File: config.mk
export PLATFORM = sky130hd
export DESIGN_NAME = seq_bcd_mult_ctrl_flat
export DESIGN_NICKNAME = d
export VERILOG_FILES = /design/src/rtl/seq_bcd_mult_ctrl_pkg.sv /design/src/rtl/seq_bcd_mult_ctrl_if.sv /design/src/rtl/seq_bcd_mult_ctrl_dd_add3.sv /design/src/rtl/seq_bcd_mult_ctrl.sv /design/src/flat_wrapper.sv
export SDC_FILE = /design/constraint.sdc
export NUM_CORES = 1
export LEC_CHECK = 0
export CORE_MARGIN = 4
export CORE_UTILIZATION = 60
export CTS_BUF_LIST = sky130_fd_sc_hd__clkbuf_2
export DETAILED_ROUTE_END_ITERATION = 10
export PLACE_DENSITY_LB_ADDON = 0.25
export SLEW_MARGIN = 15
export SYNTH_ARGS = -nofsm -noshare
export SYNTH_HDL_FRONTEND = slang
export SYNTH_SLANG_ARGS = --single-unit
File: constraint.sdc
create_clock -name clk -period 7.14 [get_ports clk]
set_input_delay 0.714 -clock clk [delete_from_list [all_inputs] [get_ports clk]]
set_output_delay 0.714 -clock clk [all_outputs]
set_load 0.03 [all_outputs]
File: src/rtl/seq_bcd_mult_ctrl_pkg.sv
// Shared types and constants for the sequential binary multiplier with
// double-dabble binary-to-BCD conversion of the product.
package seq_bcd_mult_ctrl_pkg;

    typedef enum logic [1:0] {
        IDLE = 2'd0,
        MULT = 2'd1,
        CONV = 2'd2,
        DONE = 2'd3
    } state_t;

    localparam int MULT_CYCLES = 8;
    localparam int CONV_CYCLES = 16;

    localparam int OPND_W     = 8;
    localparam int PROD_W     = 16;
    localparam int BCD_DIGITS = 5;
    localparam int BCD_W      = 4 * BCD_DIGITS;
    localparam int DD_W       = BCD_W + PROD_W;
    localparam int CNT_W      = 5;

endpackage

File: src/rtl/seq_bcd_mult_ctrl_if.sv
// Handshake and data bundle between a requester and the multiplier.
interface seq_bcd_mult_ctrl_if;
    import seq_bcd_mult_ctrl_pkg::*;

    logic              start;
    logic [OPND_W-1:0] a_hex;
    logic [OPND_W-1:0] b_hex;
    logic              ack;
    logic              busy;
    logic              done;
    logic [PROD_W-1:0] op_hex;
    logic [BCD_W-1:0]  op_dec;

    modport master (
        output start, a_hex, b_hex, ack,
        input  busy, done, op_hex, op_dec
    );

    modport slave (
        input  start, a_hex, b_hex, ack,
        output busy, done, op_hex, op_dec
    );

endinterface

File: src/rtl/seq_bcd_mult_ctrl_dd_add3.sv
// One BCD digit correction step of double-dabble: add 3 when digit >= 5.
module dd_add3 (
    input  logic [3:0] din,
    output logic [3:0] dout
);
    assign dout = (din >= 4'd5) ? din + 4'd3 : din;
endmodule

File: src/rtl/seq_bcd_mult_ctrl.sv
// Sequential 8x8 shift-add multiplier followed by a 16-cycle double-dabble
// conversion. The result is presented as both binary and 5-digit packed BCD
// and held until acknowledged; outputs persist until the next result.
module seq_bcd_mult_ctrl
    import seq_bcd_mult_ctrl_pkg::*;
(
    input  logic                 clk,
    input  logic                 rst,
    seq_bcd_mult_ctrl_if.slave   mult_bus
);

    localparam logic [CNT_W-1:0] LAST_MULT = CNT_W'(MULT_CYCLES - 1);
    localparam logic [CNT_W-1:0] LAST_CONV = CNT_W'(CONV_CYCLES - 1);

    state_t              state_reg;
    logic                busy_reg;
    logic                done_reg;
    logic [CNT_W-1:0]    cnt_reg;
    logic [PROD_W-1:0]   mcand_reg;
    logic [OPND_W-1:0]   mplier_reg;
    logic [PROD_W-1:0]   acc_reg;
    logic [DD_W-1:0]     dd_reg;
    logic [PROD_W-1:0]   op_hex_reg;
    logic [BCD_W-1:0]    op_dec_reg;

    logic [PROD_W-1:0]   acc_next;
    logic [BCD_W-1:0]    bcd_adj;
    logic [DD_W-1:0]     dd_shift;

    // Accumulator value after the current shift-add step (LSB of multiplier first).
    always_comb begin
        acc_next = acc_reg;
        if (mplier_reg[0]) begin
            acc_next = acc_reg + mcand_reg;
        end
    end

    // Per-digit +3 correction on the BCD half of the double-dabble register.
    generate
        for (genvar gi = 0; gi < BCD_DIGITS; gi++) begin : g_dd_digit
            dd_add3 u_dd_add3 (
                .din  (dd_reg[PROD_W + 4*gi +: 4]),
                .dout (bcd_adj[4*gi +: 4])
            );
        end
    endgenerate

    // Corrected digits and remaining binary bits shift left together by one.
    assign dd_shift = {bcd_adj, dd_reg[PROD_W-1:0]} << 1;

    // Control FSM with datapath registers; one counter is reused by MULT and CONV.
    always_ff @(posedge clk or posedge rst) begin
        if (rst) begin
            state_reg  <= IDLE;
            busy_reg   <= 1'b0;
            done_reg   <= 1'b0;
            cnt_reg    <= '0;
            mcand_reg  <= '0;
            mplier_reg <= '0;
            acc_reg    <= '0;
            dd_reg     <= '0;
            op_hex_reg <= '0;
            op_dec_reg <= '0;
        end else begin
            case (state_reg)
                IDLE: begin
                    if (mult_bus.start) begin
                        mcand_reg  <= {{(PROD_W-OPND_W){1'b0}}, mult_bus.a_hex};
                        mplier_reg <= mult_bus.b_hex;
                        acc_reg    <= '0;
                        cnt_reg    <= '0;
                        busy_reg   <= 1'b1;
                        state_reg  <= MULT;
                    end
                end
                MULT: begin
                    acc_reg    <= acc_next;
                    mcand_reg  <= mcand_reg << 1;
                    mplier_reg <= mplier_reg >> 1;
                    if (cnt_reg == LAST_MULT) begin
                        // Seed conversion with the final product, including this cycle's add.
                        cnt_reg   <= '0;
                        dd_reg    <= {{BCD_W{1'b0}}, acc_next};
                        state_reg <= CONV;
                    end else begin
                        cnt_reg <= cnt_reg + 1'b1;
                    end
                end
                CONV: begin
                    dd_reg <= dd_shift;
                    if (cnt_reg == LAST_CONV) begin
                        // Both result views update on the same edge that raises done.
                        op_hex_reg <= acc_reg;
                        op_dec_reg <= dd_shift[DD_W-1:PROD_W];
                        cnt_reg    <= '0;
                        busy_reg   <= 1'b0;
                        done_reg   <= 1'b1;
                        state_reg  <= DONE;
                    end else begin
                        cnt_reg <= cnt_reg + 1'b1;
                    end
                end
                DONE: begin
                    if (mult_bus.ack) begin
                        done_reg  <= 1'b0;
                        state_reg <= IDLE;
                    end
                end
                default: begin
                    busy_reg  <= 1'b0;
                    done_reg  <= 1'b0;
                    state_reg <= IDLE;
                end
            endcase
        end
    end

    assign mult_bus.busy   = busy_reg;
    assign mult_bus.done   = done_reg;
    assign mult_bus.op_hex = op_hex_reg;
    assign mult_bus.op_dec = op_dec_reg;

endmodule

File: src/flat_wrapper.sv
// flat-port wrapper written by rule: the top's interface ports become plain ports
module seq_bcd_mult_ctrl_flat import seq_bcd_mult_ctrl_pkg::*;
  (clk, rst, mult_bus_start, mult_bus_a_hex, mult_bus_b_hex, mult_bus_ack, mult_bus_busy, mult_bus_done, mult_bus_op_hex, mult_bus_op_dec);
  seq_bcd_mult_ctrl_if mult_bus_i ();
  input  logic clk;
  input  logic rst;
  input wire logic [$bits(mult_bus_i.start)-1:0] mult_bus_start;
  input wire logic [$bits(mult_bus_i.a_hex)-1:0] mult_bus_a_hex;
  input wire logic [$bits(mult_bus_i.b_hex)-1:0] mult_bus_b_hex;
  input wire logic [$bits(mult_bus_i.ack)-1:0] mult_bus_ack;
  output wire logic [$bits(mult_bus_i.busy)-1:0] mult_bus_busy;
  output wire logic [$bits(mult_bus_i.done)-1:0] mult_bus_done;
  output wire logic [$bits(mult_bus_i.op_hex)-1:0] mult_bus_op_hex;
  output wire logic [$bits(mult_bus_i.op_dec)-1:0] mult_bus_op_dec;
  assign mult_bus_i.start = mult_bus_start;
  assign mult_bus_i.a_hex = mult_bus_a_hex;
  assign mult_bus_i.b_hex = mult_bus_b_hex;
  assign mult_bus_i.ack = mult_bus_ack;
  assign mult_bus_busy = mult_bus_i.busy;
  assign mult_bus_done = mult_bus_i.done;
  assign mult_bus_op_hex = mult_bus_i.op_hex;
  assign mult_bus_op_dec = mult_bus_i.op_dec;
  seq_bcd_mult_ctrl u_core (.clk(clk), .rst(rst), .mult_bus(mult_bus_i));
endmodule
==> flow_metrics.py <==
metrics = {
    "placed_design": {
        "hpwl_um": 9230,
        "place_congestion": 0.935,
        "port_buffers": 57,
        "dp.cells": 814,
        "place_area_sq_um": 7020,
    },
    "critical_path": {
        "crit_type": "reg2reg",
        "arrival_ps": 3220,
        "slowest_stage": "or4_4",
        "cp-end-kind": "flip-flop",
        "r2r_cells": 9,
        "slowest_delay_ps": 510,
        "required_ps": 7680,
        "cp_num_buf_inv": 0,
        "cp_top_family": "compound AO/OA/AOI/OAI gates",
        "cp-start-kind": "flip-flop",
        "crit_path_frequent_cell": "a21oi_2",
        "crit_chain": "ha_1 > fa_1 > a21oi_2 > o211a_4 > nor3_2 > or4_4 > a21oi_2 > xor2_1 > a31oi_1",
        "crit_fanout": 4,
        "path_depth": 9,
    },
    "synth": {
        "netlist_area_sq_um": 6360,
        "ys_ff_latch": 121,
        "yosysSeqAreaShare": 0.476,
        "synth-edff-count": 0,
        "syn-mean-instance-area_sq_um": 9.85,
        "synthesis.nets": 699,
        "yosys.area.top_type": "dfrtp_1",
        "yosysUniqueCellTypes": 56,
        "synth_top_area_frac": 0.476,
        "ys_warn_count": 0,
        "netlist_top_cells_count": "121 x dfrtp_1, 100 x nand2_1, 98 x o21ai_0",
        "syn_inst": 646,
        "synthArstFlopShare": 1.00,
        "synthTopCellsByArea": "dfrtp_1 48%, o21ai_0 7.7%, ha_1 6.3%, nand2_1 5.9%, mux2_2 4.1%",
        "synth-main-ff-cell": "dfrtp_1",
        "yosys.cell_count.top_type": "dfrtp_1",
    },
    "job": {
        "maxCapViolations": 0,
    },
    "final_layout": {
        "syn2layout_area_growth_pct": 14.8,
        "largest_reg_flops": 36,
        "multi_input_area_sq_um": 3130,
        "final_cells": 846,
        "nFillCells": 779,
        "postLayoutCellArea_sq_um": 7300,
        "diodes": 0,
        "drive_above_1_share": 0.103,
        "nNetsFinal": 750,
        "regArea_sq_um": 3030,
    },
    "route": {
        "routed_wl_um": 13400,
        "wl_per_cell_um": 15.9,
        "vias": 4931,
        "drt-pass1-iter-count": 8,
        "drt.antenna.violating_nets": 0,
        "via_per_inst": 5.83,
        "drtIter0Drc": 338,
        "drc": 0,
    },
    "timing": {
        "setup_tns_ps": 0,
        "finalSetupViolCount": 0,
        "max_freq_mhz": 373,
        "fin_crit_sh": 0.375,
        "tightestPinTransition_ps": 1030,
        "hold_viol": 0,
        "rsz0062_at_grt": "false",
        "hold_slack_ps": 425,
        "max_slew_margin": 0.311,
        "finalMaxSlewViolations": 0,
        "fin_skew_ps": 22.9,
        "period_needed_ps": 2680,
    },
    "global_routing": {
        "grt_first_pass_wirelength_um": 23400,
        "use_met1": 0.308,
        "track_usage": 0.230,
        "grt_max_degree": 80,
        "use_met2": 0.383,
        "grt_pass1_vias": 4939,
        "gr-total-overflow": 0,
        "top_usage_layer": "met2",
        "grt_antenna_before_repair": 0,
        "met3_usage": 0.0497,
    },
    "floorplan": {
        "start_util": 0.616,
        "core_area_sq_um": 10300,
        "die_area_sq_um": 12300,
        "ios": 58,
        "die_h_um": 111,
        "dieWidth_um": 111,
        "rows": 37,
    },
    "clock_network": {
        "cts.hold.buffers_added": 0,
        "cts_tree": "built",
        "cts_max_level": 4,
        "cts_root_buffer": "clkbuf_2",
        "cts_resized": 0,
        "clock_latency_ps": 670,
        "cts.clk_slew.worst_paths_ps": 170,
        "cts_sinks": 121,
        "cts_setup_buffers": 0,
        "cts_inserted_buffers": 17,
        "clock_path_buffers": 2,
    },
    "power_and_ir_drop": {
        "power_density_nw_per_um2": 337,
        "vdd.ir_drop.worst_v": 0.000168,
        "power_mw": 2.46,
        "cellLeakagePower_nw": 3.33,
    },
    "outcome": {
        "status": "finished, final reports clean",
    },
    "worst_hold_path": {
        "min_path_type": "in2async",
    },
}
-- through the flow --
step / worst slack, ps / util
after detailed placement: 4490 / 0.680
after global routing: 4240 / 0.707
after CTS: 4450 / 0.707
after global placement: 4540 / 0.680
after floorplan: 3210 / -
final: 4460 / 0.707
-- cells by family (layout without fill, tap and decap cells) --
group / count (synthesis) / count (layout) / share of synthesized area
buffers and inverters: 53 / 117 / 0.0344
AO/OA/AOI/OAI: 200 / 200 / 0.193
adder cells (fa/ha/maj): 33 / 33 / 0.0661
XOR/XNOR: 17 / 17 / 0.0234
AND/OR/NAND/NOR: 175 / 175 / 0.129
multiplexers: 47 / 47 / 0.0785
flip-flops: 121 / 121 / 0.476
-- power breakdown --
part / internal [mW] / switching [mW] / leakage, nW
registers: 0.820 / 0.104 / 1.64
logic: 0.360 / 0.668 / 1.52
clock network: 0.263 / 0.247 / 0.169
-- cells in the final DEF, fill, tap and decap left out, types with 4 or more instances in the layout --
cell type and instances:
dfrtp_1 121, nand2_1 99, o21ai_0 97, clkdlybuf4s50_1 57, a21oi_1 33, ha_1 32
mux2i_1 24, mux2_2 23, inv_1 21, clkbuf_2 20, nor2_1 19, nand2b_1 11
o22ai_1 11, xnor2_1 9, a22o_1 9, nor3_1 9, nand3_1 8, xor2_1 8
a21o_1 7, a21boi_0 6, buf_4 6, nor3b_1 5, nor2b_1 5, clkinv_1 5
bufinv_16 5, o21bai_1 4, a31oi_1 4
-- final timing paths --
kind,slack (ps),end,startpoint
min reg2reg,490,u_core.dd_reg[12],u_core.dd_reg[12]
max,4460,u_core.dd_reg[14],u_core.acc_reg[0]
min,420,u_core.cnt_reg[1],rst
max in group asynchronous,5310,u_core.dd_reg[3],rst
max reg2reg,4460,u_core.dd_reg[14],u_core.acc_reg[0]
min in group clk,490,u_core.dd_reg[12],u_core.dd_reg[12]
-- cell type report --
| type | instances | share of cell area |
|---|---|---|
| Timing Repair Buffer | 63 | 0.0843 |
| Tap cell | 136 | 0.0233 |
| Sequential cell | 121 | 0.415 |
| Inverter | 22 | 0.0116 |
| Clock inverter | 12 | 0.0245 |
| Multi-Input combinational cell | 472 | 0.428 |
| Clock buffer | 20 | 0.0137 |
-- per-layer routing --
| layer | vias to the layer above | routed length, um |
|---|---|---|
| met5 | - | 0 |
| li1 | 2388 | - |
| met3 | 19 | 530 |
| met4 | 0 | 150 |
| met1 | 2403 | 6200 |
| met2 | 121 | 6570 |
No activity file was read; power rests on OpenSTA's default activity.
